<file path="src/rtl/ahb_arb_pkg.sv">
// Shared types for the AHB burst arbiter: transfer/burst encodings, FSM states, beat lookup.
// The LOCK state exists only when AHB_ARB_LOCK_EN is defined.
package ahb_arb_pkg;

  typedef enum logic [1:0] {
    HT_IDLE   = 2'b00,
    HT_BUSY   = 2'b01,
    HT_NONSEQ = 2'b10,
    HT_SEQ    = 2'b11
  } htrans_t;

  typedef enum logic [2:0] {
    HB_SINGLE = 3'b000,
    HB_INCR   = 3'b001,
    HB_WRAP4  = 3'b010,
    HB_INCR4  = 3'b011,
    HB_WRAP8  = 3'b100,
    HB_INCR8  = 3'b101,
    HB_WRAP16 = 3'b110,
    HB_INCR16 = 3'b111
  } hburst_t;

`ifdef AHB_ARB_LOCK_EN
  typedef enum logic [1:0] {ST_PARK, ST_OWN, ST_BURST, ST_LOCK} arb_state_t;
`else
  typedef enum logic [1:0] {ST_PARK, ST_OWN, ST_BURST} arb_state_t;
`endif

  localparam int CNT_W = 4;

  // Remaining beats after the first one; undefined-length bursts count as single.
  function automatic logic [CNT_W-1:0] burst_beats(input hburst_t b);
    case (b)
      HB_WRAP4,  HB_INCR4:  burst_beats = 4'd3;
      HB_WRAP8,  HB_INCR8:  burst_beats = 4'd7;
      HB_WRAP16, HB_INCR16: burst_beats = 4'd15;
      default:              burst_beats = 4'd0;
    endcase
  endfunction

endpackage

</file>
<file path="src/rtl/ahb_burst_arbiter_rr.sv">
// Round-robin picker: first requester found after the pointer position, wrapping around.
// Produces a one-hot winner plus a valid flag when any request is present.
module ahb_rr_picker #(
  parameter int N  = 4,
  parameter int IW = $clog2(N)
) (
  input  logic [N-1:0]  req_i,
  input  logic [IW-1:0] ptr_i,
  output logic [N-1:0]  gnt_o,
  output logic          vld_o
);

  logic [IW-1:0] idx;

  always_comb begin
    gnt_o = '0;
    vld_o = 1'b0;
    idx   = '0;
    // Search starts one past the pointer so the last owner is considered last.
    for (int i = 1; i <= N; i++) begin
      idx = IW'((int'(ptr_i) + i) % N);
      if (!vld_o && req_i[idx]) begin
        gnt_o[idx] = 1'b1;
        vld_o      = 1'b1;
      end
    end
  end

endmodule

</file>
<file path="src/rtl/ahb_burst_arbiter.sv">
// AHB bus arbiter with fixed-length burst protection and round-robin fairness.
// Define AHB_ARB_LOCK_EN to honour m_hlock (LOCK state, s_hmastlock); otherwise locking is ignored.
module ahb_burst_arbiter
  import ahb_arb_pkg::*;
#(
  parameter int NUM_MASTERS    = 4,
  parameter int DEFAULT_MASTER = 0
) (
  input  logic                           hclk,
  input  logic                           hreset,
  input  logic [NUM_MASTERS-1:0]         m_busreq,
  input  logic [NUM_MASTERS-1:0]         m_hlock,
  input  logic [1:0]                     s_htrans,
  input  logic [2:0]                     s_hburst,
  input  logic                           s_hready,
  output logic [NUM_MASTERS-1:0]         hgrant,
  output logic [$clog2(NUM_MASTERS)-1:0] s_hmaster,
  output logic                           s_hmastlock
);

  localparam int IW = $clog2(NUM_MASTERS);
  localparam logic [NUM_MASTERS-1:0] DEF_OH  = {{(NUM_MASTERS-1){1'b0}}, 1'b1} << DEFAULT_MASTER;
  localparam logic [IW-1:0]          DEF_IDX = IW'(DEFAULT_MASTER);

  arb_state_t             state_q, state_d;
  logic [CNT_W-1:0]       cnt_q, cnt_d;
  logic [NUM_MASTERS-1:0] hgrant_q, hgrant_d;
  logic [IW-1:0]          hmaster_q, hmaster_d;
  logic                   mastlock_q, mastlock_d;

  logic [IW-1:0]          gidx;
  logic [NUM_MASTERS-1:0] win_oh;
  logic                   win_vld;
  logic                   arb_ok;
  logic                   lock_hold;
  htrans_t                ht;
  hburst_t                hb;

  assign ht = htrans_t'(s_htrans);
  assign hb = hburst_t'(s_hburst);

  // The address-phase owner doubles as the round-robin pointer.
  ahb_rr_picker #(.N(NUM_MASTERS), .IW(IW)) u_pick (
    .req_i (m_busreq),
    .ptr_i (hmaster_q),
    .gnt_o (win_oh),
    .vld_o (win_vld)
  );

  always_comb begin
    gidx = '0;
    for (int i = 0; i < NUM_MASTERS; i++)
      if (hgrant_q[i]) gidx = IW'(i);
  end

  always_comb begin
    cnt_d = cnt_q;
    if (s_hready) begin
      case (ht)
        HT_NONSEQ: cnt_d = burst_beats(hb);
        HT_SEQ:    cnt_d = (cnt_q != '0) ? cnt_q - CNT_W'(1) : '0;
        HT_IDLE:   cnt_d = '0;
        default:   cnt_d = cnt_q;
      endcase
    end
  end

`ifdef AHB_ARB_LOCK_EN
  assign lock_hold = (state_q == ST_LOCK) || m_hlock[gidx];
`else
  logic lock_unused;
  assign lock_unused = ^m_hlock;
  assign lock_hold   = 1'b0;
`endif

  always_comb begin
    // Re-arbitrate only once the previous count is drained and no new burst is starting.
    arb_ok     = (cnt_q == '0) && (cnt_d == '0) && !lock_hold;
    hgrant_d   = hgrant_q;
    hmaster_d  = hmaster_q;
    mastlock_d = mastlock_q;
    state_d    = state_q;
    if (arb_ok)
      hgrant_d = win_vld ? win_oh : DEF_OH;
    if (s_hready) begin
      hmaster_d = gidx;
`ifdef AHB_ARB_LOCK_EN
      mastlock_d = m_hlock[gidx];
`else
      mastlock_d = 1'b0;
`endif
      if (cnt_d != '0)
        state_d = ST_BURST;
      else if (arb_ok)
        state_d = win_vld ? ST_OWN : ST_PARK;
      else
        state_d = ST_OWN;
`ifdef AHB_ARB_LOCK_EN
      if (m_hlock[gidx] || ((state_q == ST_LOCK) && (cnt_q != '0)))
        state_d = ST_LOCK;
`endif
    end
  end

  always_ff @(posedge hclk or negedge hreset) begin
    if (!hreset) begin
      state_q    <= ST_PARK;
      cnt_q      <= '0;
      hgrant_q   <= DEF_OH;
      hmaster_q  <= DEF_IDX;
      mastlock_q <= 1'b0;
    end else begin
      state_q    <= state_d;
      cnt_q      <= cnt_d;
      hgrant_q   <= hgrant_d;
      hmaster_q  <= hmaster_d;
      mastlock_q <= mastlock_d;
    end
  end

  assign hgrant      = hgrant_q;
  assign s_hmaster   = hmaster_q;
  assign s_hmastlock = mastlock_q;

endmodule

</file>
<file path="config.mk">
export PLATFORM = sky130hd
export DESIGN_NAME = ahb_burst_arbiter
export DESIGN_NICKNAME = d
export VERILOG_FILES = /design/src/rtl/ahb_arb_pkg.sv /design/src/rtl/ahb_burst_arbiter_rr.sv /design/src/rtl/ahb_burst_arbiter.sv
export SDC_FILE = /design/constraint.sdc
export NUM_CORES = 1
export LEC_CHECK = 0
export BUFFER_PORTS_ARGS = -buffer_cell sky130_fd_sc_hd__buf_2
export CORE_MARGIN = 2
export CORE_UTILIZATION = 56
export DETAILED_ROUTE_END_ITERATION = 16
export GPL_TIMING_DRIVEN = 0
export PLACE_DENSITY = 0.95
export SKIP_CTS_REPAIR_TIMING = 1
export SLEW_MARGIN = 30
export SYNTH_ARGS = -nofsm -noshare
export SYNTH_HDL_FRONTEND = slang
export SYNTH_SLANG_ARGS = --single-unit
</file>
<file path="constraint.sdc">
create_clock -name hclk -period 3 [get_ports hclk]
set_clock_uncertainty 0.05 [all_clocks]
set_input_delay 0 -clock hclk [delete_from_list [all_inputs] [get_ports hclk]]
set_output_delay 0 -clock hclk [all_outputs]
set_load 0.02 [all_outputs]
</file>
### After elaboration in Yosys (flattened, before gate mapping)

Cells that the tools add are included.

| word-level totals | value |
|---|---|
| register bits | 10 |
| input port bits | 16 |
| output and inout port bits | 7 |
| logic and storage cells | 77 |

| operators by class | value |
|---|---|
| add/sub/neg operators | 5 |
| $lt $le $gt $ge | 8 |
| equality and inequality tests | 8 |
| multiplexer cells | 32 |
| bitwise operators | 3 |
| reduce and logical (&&, ||, !) cells | 18 |

Operators with widths:

| kind | count |
|---|---|
| 4-bit 2-to-1 mux | 7 |
| 4-bit one-hot mux with 3 select lines | 2 |
| 1-bit 2-to-1 mux | 13 |
| 3-bit equality test (second input constant) | 4 |
| 2-bit by 3-bit < comparator with 1-bit output (second input constant) | 4 |
| 4-bit bitwise OR | 3 |
| 1-bit binary-select mux with 2-bit select | 4 |
| 1-bit demux with 2-bit select | 4 |
| 2-bit by 1-bit greater-or-equal comparator with 1-bit output (second input constant) | 4 |
| 1-bit logical AND | 8 |
| 4-bit logical NOT | 2 |
| 3-bit by 2-bit equality test with 1-bit output (second input constant) | 2 |
| 2-bit OR reduction | 3 |
| 2-bit by 1-bit adder with 2-bit output (second input constant) | 2 |
| 2-bit adder (second input constant) | 2 |
| 2-bit equality test (second input constant) | 2 |
| 2-bit 2-to-1 mux | 2 |
| 4-bit nonzero test | 1 |
| 4-bit by 1-bit subtractor with 4-bit output (second input constant) | 1 |
| 1-bit logical NOT | 3 |
| 2-bit logical NOT | 1 |

### Longest topological paths before layout

Gate-level depths: netlist of run 1.

| depth | value |
|---|---|
| depth in word-level cells | 14 |
| gate-level depth with buffers | 7 |

### Cells and area by module

From an unflattened synthesis of run 1, not the netlist that was laid out.

| unflattened totals | value |
|---|---|
| cells, all modules | 110 |
| area total of the unflattened synthesis | 991.0 sq um |

Modules (own cells, without submodules):

| module | instances | cells an instance | area each (sq um) |
|---|---|---|---|
| ahb_burst_arbiter | 1 | 62 | 575.6 |
| ahb_rr_picker | 1 | 48 | 415.4 |

### Least setup slack after synthesis of run 1

Ideal clock, no wire load.

| timing | value |
|---|---|
| path kind | register -> register |
| from | register hmaster_q[0], in the netlist s_hmaster[0] |
| to | register hgrant_q[0], in the netlist hgrant[0] |
| setup time | 0.060 ns |
| arrival time | 1.967 ns |
| required time | 2.890 ns |
| slack | 0.923 ns |
| cell stages (with the launch flop) | 7 |
| buffers on the path | 1 |
| clock period less this slack | 2.077 ns |
| path through | dfrtp_1 > buf_6 > inv_1 > ha_1 > mux4_2 > a2111oi_2 > o22a_1 |

| between the ends | value |
|---|---|
| longest elaborated chain between the ends | 14 |

RTL lines:

| what | RTL line | text |
|---|---|---|
| start: declaration | ahb_burst_arbiter.sv:28 | `logic [IW-1:0] hmaster_q, hmaster_d;` |
| start signal: assignment | ahb_burst_arbiter.sv:116 | `hmaster_q <= hmaster_d;` |
| branches (longest 13 deep; another with 2-bit by 3-bit < comparator with 1-bit output) | n/a |  |
| 4-bit 2-to-1 mux * | ahb_burst_arbiter.sv:84 | `hgrant_d = win_vld ? win_oh : DEF_OH;` |
| end signal: assignment | ahb_burst_arbiter.sv:115 | `hgrant_q <= hgrant_d;` |
| end: declaration | ahb_burst_arbiter.sv:27 | `logic [NUM_MASTERS-1:0] hgrant_q, hgrant_d;` |

Every way passes the cells marked *. The select of a mux whose other input is x is not followed.
A chain may end at the register's enable or synchronous reset.

### Worst setup path in the final report of run 1

Ends and elaborated chain as after synthesis.

==> results.yml, run 1 <==
setup_path:
  critPathLaunchType: "register"
  path_max_fanout: 6
  cp.required_ns: 3.17
  worstReg2RegStart: "s_hmaster[0]$_DFFE_PN0P_"
  cp-endpoint: "hgrant[0]$_DFFE_PN1P_"
  r2r_setup_slack_ns: 0.82
  worstRegToRegCells: 6
  worstPathArrival_ns: 2.35
  cp_slowest_cell: "dfrtp_1"
  end_kind: "register"
  crit_chain: "buf_6, inv_1, ha_1, mux4_2, a2111oi_2, o22a_1"
  cp-startpoint: "s_hmaster[0]$_DFFE_PN0P_"
  crit_type: "register to register"
  cp_slowest_stage_delay_ns: 0.47
  r2r_end: "hgrant[0]$_DFFE_PN1P_"
synthesis:
  async_flop_share: 1.00
  ys_warn_count: 0
  ys_ff_latch: 10
  avgSynthCellArea_um2: 9.53
  synth_edf_count: 0
  synthesis.area_um2: 943
  ys_seq_area_frac: 0.267
  synth_top_area_cell: "dfrtp_1"
  synth_cells: 99
  synth_cell_type_count: 35
  syn-num-nets: 125
  yosys-top-cells-area: "dfrtp_1 (24%), ha_1 (13%), mux4_2 (9.5%), o21ai_0 (6.4%), nor2b_1 (5.3%)"
  synth_top_area_share: 0.239
  ys.flop_type: "dfrtp_1"
hold_path:
  hold_class: "input pin to async pin"
clock_network:
  cts_buffers: 3
  cts_sinks: 10
  tritoncts: "built"
  root_buffer: "clkbuf_4"
  clkTransAtPathRegs_ns: 0.07
  htree_levels: 1
  insertion_delay_ns: 0.27
  cts_buffer_depth: 2
sta:
  finalSetupViolCount: 0
  post-route-period-util: 0.728
  timing.final.ws_setup_ns: 0.816
  max_freq_ghz: 0.458
  rsz0062_at_grt: "no"
  slew_violations: 0
  slew-limit-headroom: 0.592
  setup_tns_ns: 0
  period_needed_ns: 2.18
  finalHoldViolations: 0
  worst_pin_slew_ns: 0.606
die:
  coreArea_um2: 1540
  die_area_um2: 2030
  fp.dieH_um: 45.0
  die_w_um: 45.0
  floorplan.io_pins: 23
  initial_core_util: 0.612
  std_cell_rows: 14
drt:
  initialDrtViolationCount: 42
  drcViolationCount: 0
  vias: 858
  viasPerCell: 6.31
  finalWirelength_um: 2150
  wl_per_cell_um: 15.8
  postRouteAntennaNets: 0
  drt_first_pass_iters: 4
power:
  p_leak_nw: 0.479
  max-vdd-ir-drop_v: 0.000460
  p_per_area_nw_per_um2: 846
placement:
  pre_cts_ws_ns: 0.851
  place_area_um2: 1040
  gp_congestion: 0.866
  io_buffers: 16
  dp_hpwl_um: 1620
global_route:
  grt_use_total: 0.236
  grt_max_degree: 11
  grt_pass1_vias: 802
  overflow: 0
  antenna_found_initial: 0
  grt_pass1_wl_um: 3480
finish:
  antenna_cells: 0
  final_util: 0.707
  drive_above_1_share: 0.267
  layout_commonest_cell: "buf_2"
  nets: 147
  fill_cells: 120
  syn_to_final_growth_pct: 15.5
  stdcell_area_um2: 1090
  layout_common_cells: "buf_2 (16), o21ai_0 (12), ha_1 (10), dfrtp_1 (9)"
outcome:
  status: "complete, no violations"
run:
  drv_cap: 0
## worst min-delay path by stage
stage	from	cells past startpoint	to
6_report	hreset	2	hgrant[2]$_DFFE_PN0P_
5_1_grt	s_hburst[2]	4	cnt_q[2]$_DFF_PN0_
4_1_cts	hreset	1	cnt_q[2]$_DFF_PN0_
3_5_place_dp	hreset	1	cnt_q[2]$_DFF_PN0_
3_3_place_gp	hreset	1	cnt_q[2]$_DFF_PN0_
2_1_floorplan	hreset	0	cnt_q[0]$_DFF_PN0_
## area by class of cell
| class | instances | area (µm²) | share of cell area |
|---|---|---|---|
| Multi-Input combinational cell | 78 | 639 | 0.587 |
| Sequential cell | 10 | 251 | 0.231 |
| Timing Repair Buffer | 17 | 90.1 | 0.0827 |
| Clock buffer | 4 | 36.3 | 0.0333 |
| Inverter | 8 | 30.0 | 0.0276 |
| Buffer | 3 | 22.5 | 0.0207 |
| Tap cell | 16 | 20.0 | 0.0184 |
## synthesized netlist by cell type, types with 2 or more instances
master / instances
a22o_1: 3
a22oi_1: 3
and2_1: 3
dfrtp_1: 9
ha_1: 10
inv_1: 8
mux4_2: 4
nand2_1: 3
nand3_1: 2
nor2_1: 2
nor2b_1: 8
nor3b_1: 4
o2111ai_1: 3
o211ai_1: 3
o21ai_0: 12
o22a_1: 2
or2_2: 2
## cells by family after synthesis
kind of cell | after synthesis | synth area share
AO/OA/AOI/OAI | 33 | 0.252
adder cells (fa/ha/maj) | 10 | 0.133
buffers and inverters | 11 | 0.0557
flip-flops | 10 | 0.267
multiplexers | 4 | 0.0955
other | 1 | 0.00397
AND/OR/NAND/NOR | 30 | 0.194
## report_power, final
part	switching [W]	internal, W
clock network	0.0000499	0.0000737
logic	0.000313	0.000245
registers	0.0000551	0.000185
## per-layer routing
| layer | track usage | vias up | wire [µm] |
|---|---|---|---|
| met2 | 0.369 | 33 | 1020 |
| li1 | - | 417 | - |
| met5 | 0 | - | 0 |
| met4 | 0.0941 | 0 | 35 |
| met3 | 0.0720 | 6 | 128 |
| met1 | 0.304 | 402 | 967 |
## state kept, by name, indices dropped and copies added (netlist names)
register   flops
cnt_q          4
hgrant         4
s_hmaster      2
## through the flow
stage / total power [W] / hold WS [ns] / instances
2_1_floorplan: 0.000651 / -0.346 / 99
3_3_place_gp: 0.000762 / -0.184 / 131
3_5_place_dp: 0.000790 / -0.175 / 131
4_1_cts: 0.000919 / -0.471 / 135
5_1_grt: 0.000997 / 0.0689 / 136
6_report: 0.000922 / 0.0568 / 136
## critical path: cells and delay by family (launching register included)
family / cells / cell delay, ns
adders and majority gates: 1 / 0.33
AOI/OAI and AO/OA: 2 / 0.64
buffers and inverters: 2 / 0.27
DFF: 1 / 0.47
muxes: 1 / 0.37
Note: power is estimated with default switching activity, not from simulation.
==> run 2, diff against run 1 <==
--- a/config.mk
+++ b/config.mk
@@ -5,12 +5,13 @@
 export SDC_FILE = /design/constraint.sdc
 export NUM_CORES = 1
 export LEC_CHECK = 0
+export ABC_AREA = 1
 export BUFFER_PORTS_ARGS = -buffer_cell sky130_fd_sc_hd__buf_2
 export CORE_MARGIN = 2
-export CORE_UTILIZATION = 56
+export CORE_UTILIZATION = 53
 export DETAILED_ROUTE_END_ITERATION = 16
 export GPL_TIMING_DRIVEN = 0
-export PLACE_DENSITY = 0.95
+export PLACE_DENSITY = 0.9
 export SKIP_CTS_REPAIR_TIMING = 1
 export SLEW_MARGIN = 30
 export SYNTH_ARGS = -nofsm -noshare
==> constraint.sdc (replaced) <==
create_clock -name hclk -period 2.1 [get_ports hclk]
set_clock_uncertainty 0.05 [all_clocks]
set_input_delay 0 -clock hclk [delete_from_list [all_inputs] [get_ports hclk]]
set_output_delay 0 -clock hclk [all_outputs]
set_load 0.02 [all_outputs]
==> results.yml, run 2 <==
outcome:
  status: "complete, but fails checks"
  violations: "negative hold slack"
power:
  p_leak_nw: 0.715
  p_per_area_nw_per_um2: 1320
  max-vdd-ir-drop_v: 0.000918
  comb_power_share: 0.711
  switching_share: 0.533
  seqPwrFrac: 0.204
  p_int_w: 0.000758
  clockPowerShare: 0.085
  switchingPower_w: 0.000866
setup_path:
  crit_chain: "clkinvlp_4, ha_1, inv_1, nand3_4, nand2_4, nand3_2, nor2_1, nor2_1, o21ai_1, nand2_1, nand2_1"
  critPathLaunchType: "register"
  cp.required_ns: 2.24
  r2r_setup_slack_ns: 0.12
  worstReg2RegStart: "s_hmaster[1]$_DFFE_PN0P_"
  path_max_fanout: 7
  cp_slowest_stage_delay_ns: 0.46
  crit_type: "register to register"
  worstPathArrival_ns: 2.12
  path_buf_inv: 2
  end_kind: "register"
  r2r_end: "hgrant[2]$_DFFE_PN0P_"
  worstRegToRegCells: 11
  cp_slowest_cell: "dfrtp_2"
  critPathTopFamily: "simple AND/OR/NAND/NOR gates"
sta:
  period_needed_ns: 1.98
  finalHoldViolations: 1
  max_freq_ghz: 0.505
  fin_worst_hold_slack_ns: -0.0123
  slew_violations: 0
  finalSetupViolCount: 0
  post-route-period-util: 0.943
synthesis:
  synth_cell_type_count: 24
  ys_seq_area_frac: 0.245
  syn-num-nets: 182
  ys_ff_latch: 10
  synth_most_common_cell: "nand2_1"
  ys_warn_count: 0
  avgSynthCellArea_um2: 6.57
  synth_common_cells: "nand2_1 (51), inv_1 (25), nand3_1 (19)"
  synth_edf_count: 0
  synthesis.area_um2: 1020
  synth_top_area_share: 0.220
  synth_cells: 156
  async_flop_share: 1.00
  synth_top_area_cell: "dfrtp_1"
  ys.flop_type: "dfrtp_1"
  yosys-top-cells-area: "dfrtp_1 (22%), nand2_1 (19%), ha_1 (12%), nand3_1 (9.3%), inv_1 (9.2%)"
clock_network:
  root_buffer: "clkbuf_4"
  cts_buffer_depth: 2
  cts_buffers: 3
  htree_levels: 1
  clkTransAtPathRegs_ns: 0.07
  tritoncts: "built"
  cts_sinks: 10
  insertion_delay_ns: 0.26
global_route:
  antenna_found_initial: 0
  grt_pass1_wl_um: 3630
  grt_pass1_vias: 894
  met3_usage: 0.0415
  grt_use_total: 0.221
  overflow: 0
  busiest_layer: "met2"
  use_met1: 0.282
  use_met2: 0.389
  grt_max_degree: 13
drt:
  initialDrtViolationCount: 32
  postRouteAntennaNets: 0
  wl_per_cell_um: 11.5
  drcViolationCount: 0
  viasPerCell: 5.07
  vias: 1060
  drt_first_pass_iters: 5
  finalWirelength_um: 2400
finish:
  final_cells: 209
  syn_to_final_growth_pct: 20.1
  layout_common_cells: "nand2_1 (51), inv_1 (24), nand3_1 (19), buf_2 (16)"
  drive_above_1_share: 0.239
  layout_commonest_cell: "nand2_1"
  nets: 211
  fill_cells: 147
  antenna_cells: 0
  stdcell_area_um2: 1230
hold_path:
  hold-path-endpoint: "cnt_q[2]$_DFF_PN0_"
  worstHoldStart: "s_hready"
  hold_class: "input pin to register"
  hold_path_depth: 3
die:
  floorplan.io_pins: 23
  initial_core_util: 0.581
  coreArea_um2: 1760
  fp.dieH_um: 48.0
  die_area_um2: 2300
  die_w_um: 48.0
  std_cell_rows: 15
placement:
  dp.cells: 197
  io_buffers: 16
  dp_hpwl_um: 1790
  place_area_um2: 1140
  gp_congestion: 0.949
run:
  drv_cap: 0
run 2: worst min-delay path: stages:
cell	delay [ns]
buf_2	0.13
nand2_1	0.06
o21ai_0	0.08
run 2: worst max-delay path by stage:
stage                                   startpoint                    end  slack [ns]  depth (start not counted)
after global routing      s_hmaster[1]$_DFFE_PN0P_  hgrant[1]$_DFFE_PN0P_      -0.002                         11
after detailed placement  s_hmaster[0]$_DFFE_PN0P_  hgrant[3]$_DFFE_PN0P_       -0.02                         11
after floorplan           s_hmaster[0]$_DFFE_PN0P_  hgrant[2]$_DFFE_PN0P_        0.11                         11
after global placement    s_hmaster[0]$_DFFE_PN0P_  hgrant[2]$_DFFE_PN0P_        0.05                         11
after CTS                 s_hmaster[0]$_DFFE_PN0P_  hgrant[1]$_DFFE_PN0P_       -0.05                         11
final                     s_hmaster[1]$_DFFE_PN0P_  hgrant[2]$_DFFE_PN0P_        0.12                         11
run 2: area by class of cell:
| class | count | area [µm²] | share of cell area |
|---|---|---|---|
| plain buffers | 1 | 7.51 | 0.00610 |
| well taps | 25 | 31.3 | 0.0254 |
| flip-flops and latches | 10 | 254 | 0.206 |
| multi-input cells | 119 | 668 | 0.543 |
| inverters | 26 | 101 | 0.0823 |
| clock buffers | 4 | 26.3 | 0.0213 |
| repair buffers | 24 | 143 | 0.116 |
run 2: cell families after synthesis:
| kind of cell | share of synthesized area |
|---|---|
| AO/OA/AOI/OAI | 0.0562 |
| XOR/XNOR | 0.00855 |
| adder cells (fa/ha/maj) | 0.122 |
| buffers and inverters | 0.103 |
| flip-flops | 0.245 |
| other | 0.00366 |
| AND/OR/NAND/NOR | 0.462 |
run 2: power by group through the flow:
stage / Clock [W] / Sequential, W / Combinational, W
after global routing: 0.000149 / 0.000337 / 0.00127
after global placement: 0 / 0.000341 / 0.000962
after CTS: 0.000139 / 0.000344 / 0.00102
after floorplan: 0 / 0.000395 / 0.000729
final: 0.000138 / 0.000331 / 0.00115
after detailed placement: 0 / 0.000345 / 0.00101
run 2: per-stage QoR:
step	hold slack (ns)	setup TNS [ns]	worst slack [ns]	power, W	utilization
floorplan	-0.346	0	0.107	0.00112	-
global placement	-0.184	0	0.0486	0.00130	0.644
CTS	-0.462	-0.140	-0.0496	0.00150	0.659
global route	0.0109	-0.00189	-0.00189	0.00176	0.698
finish	-0.0123	0	0.119	0.00162	0.698
detailed placement	-0.179	-0.0469	-0.0229	0.00135	0.644
run 2: routing by layer:
layer	part of all wire	up-vias
li1	-	546
met5	0	-
met3	0.062	2
met2	0.49	40
met1	0.44	472
met4	0.0033	0
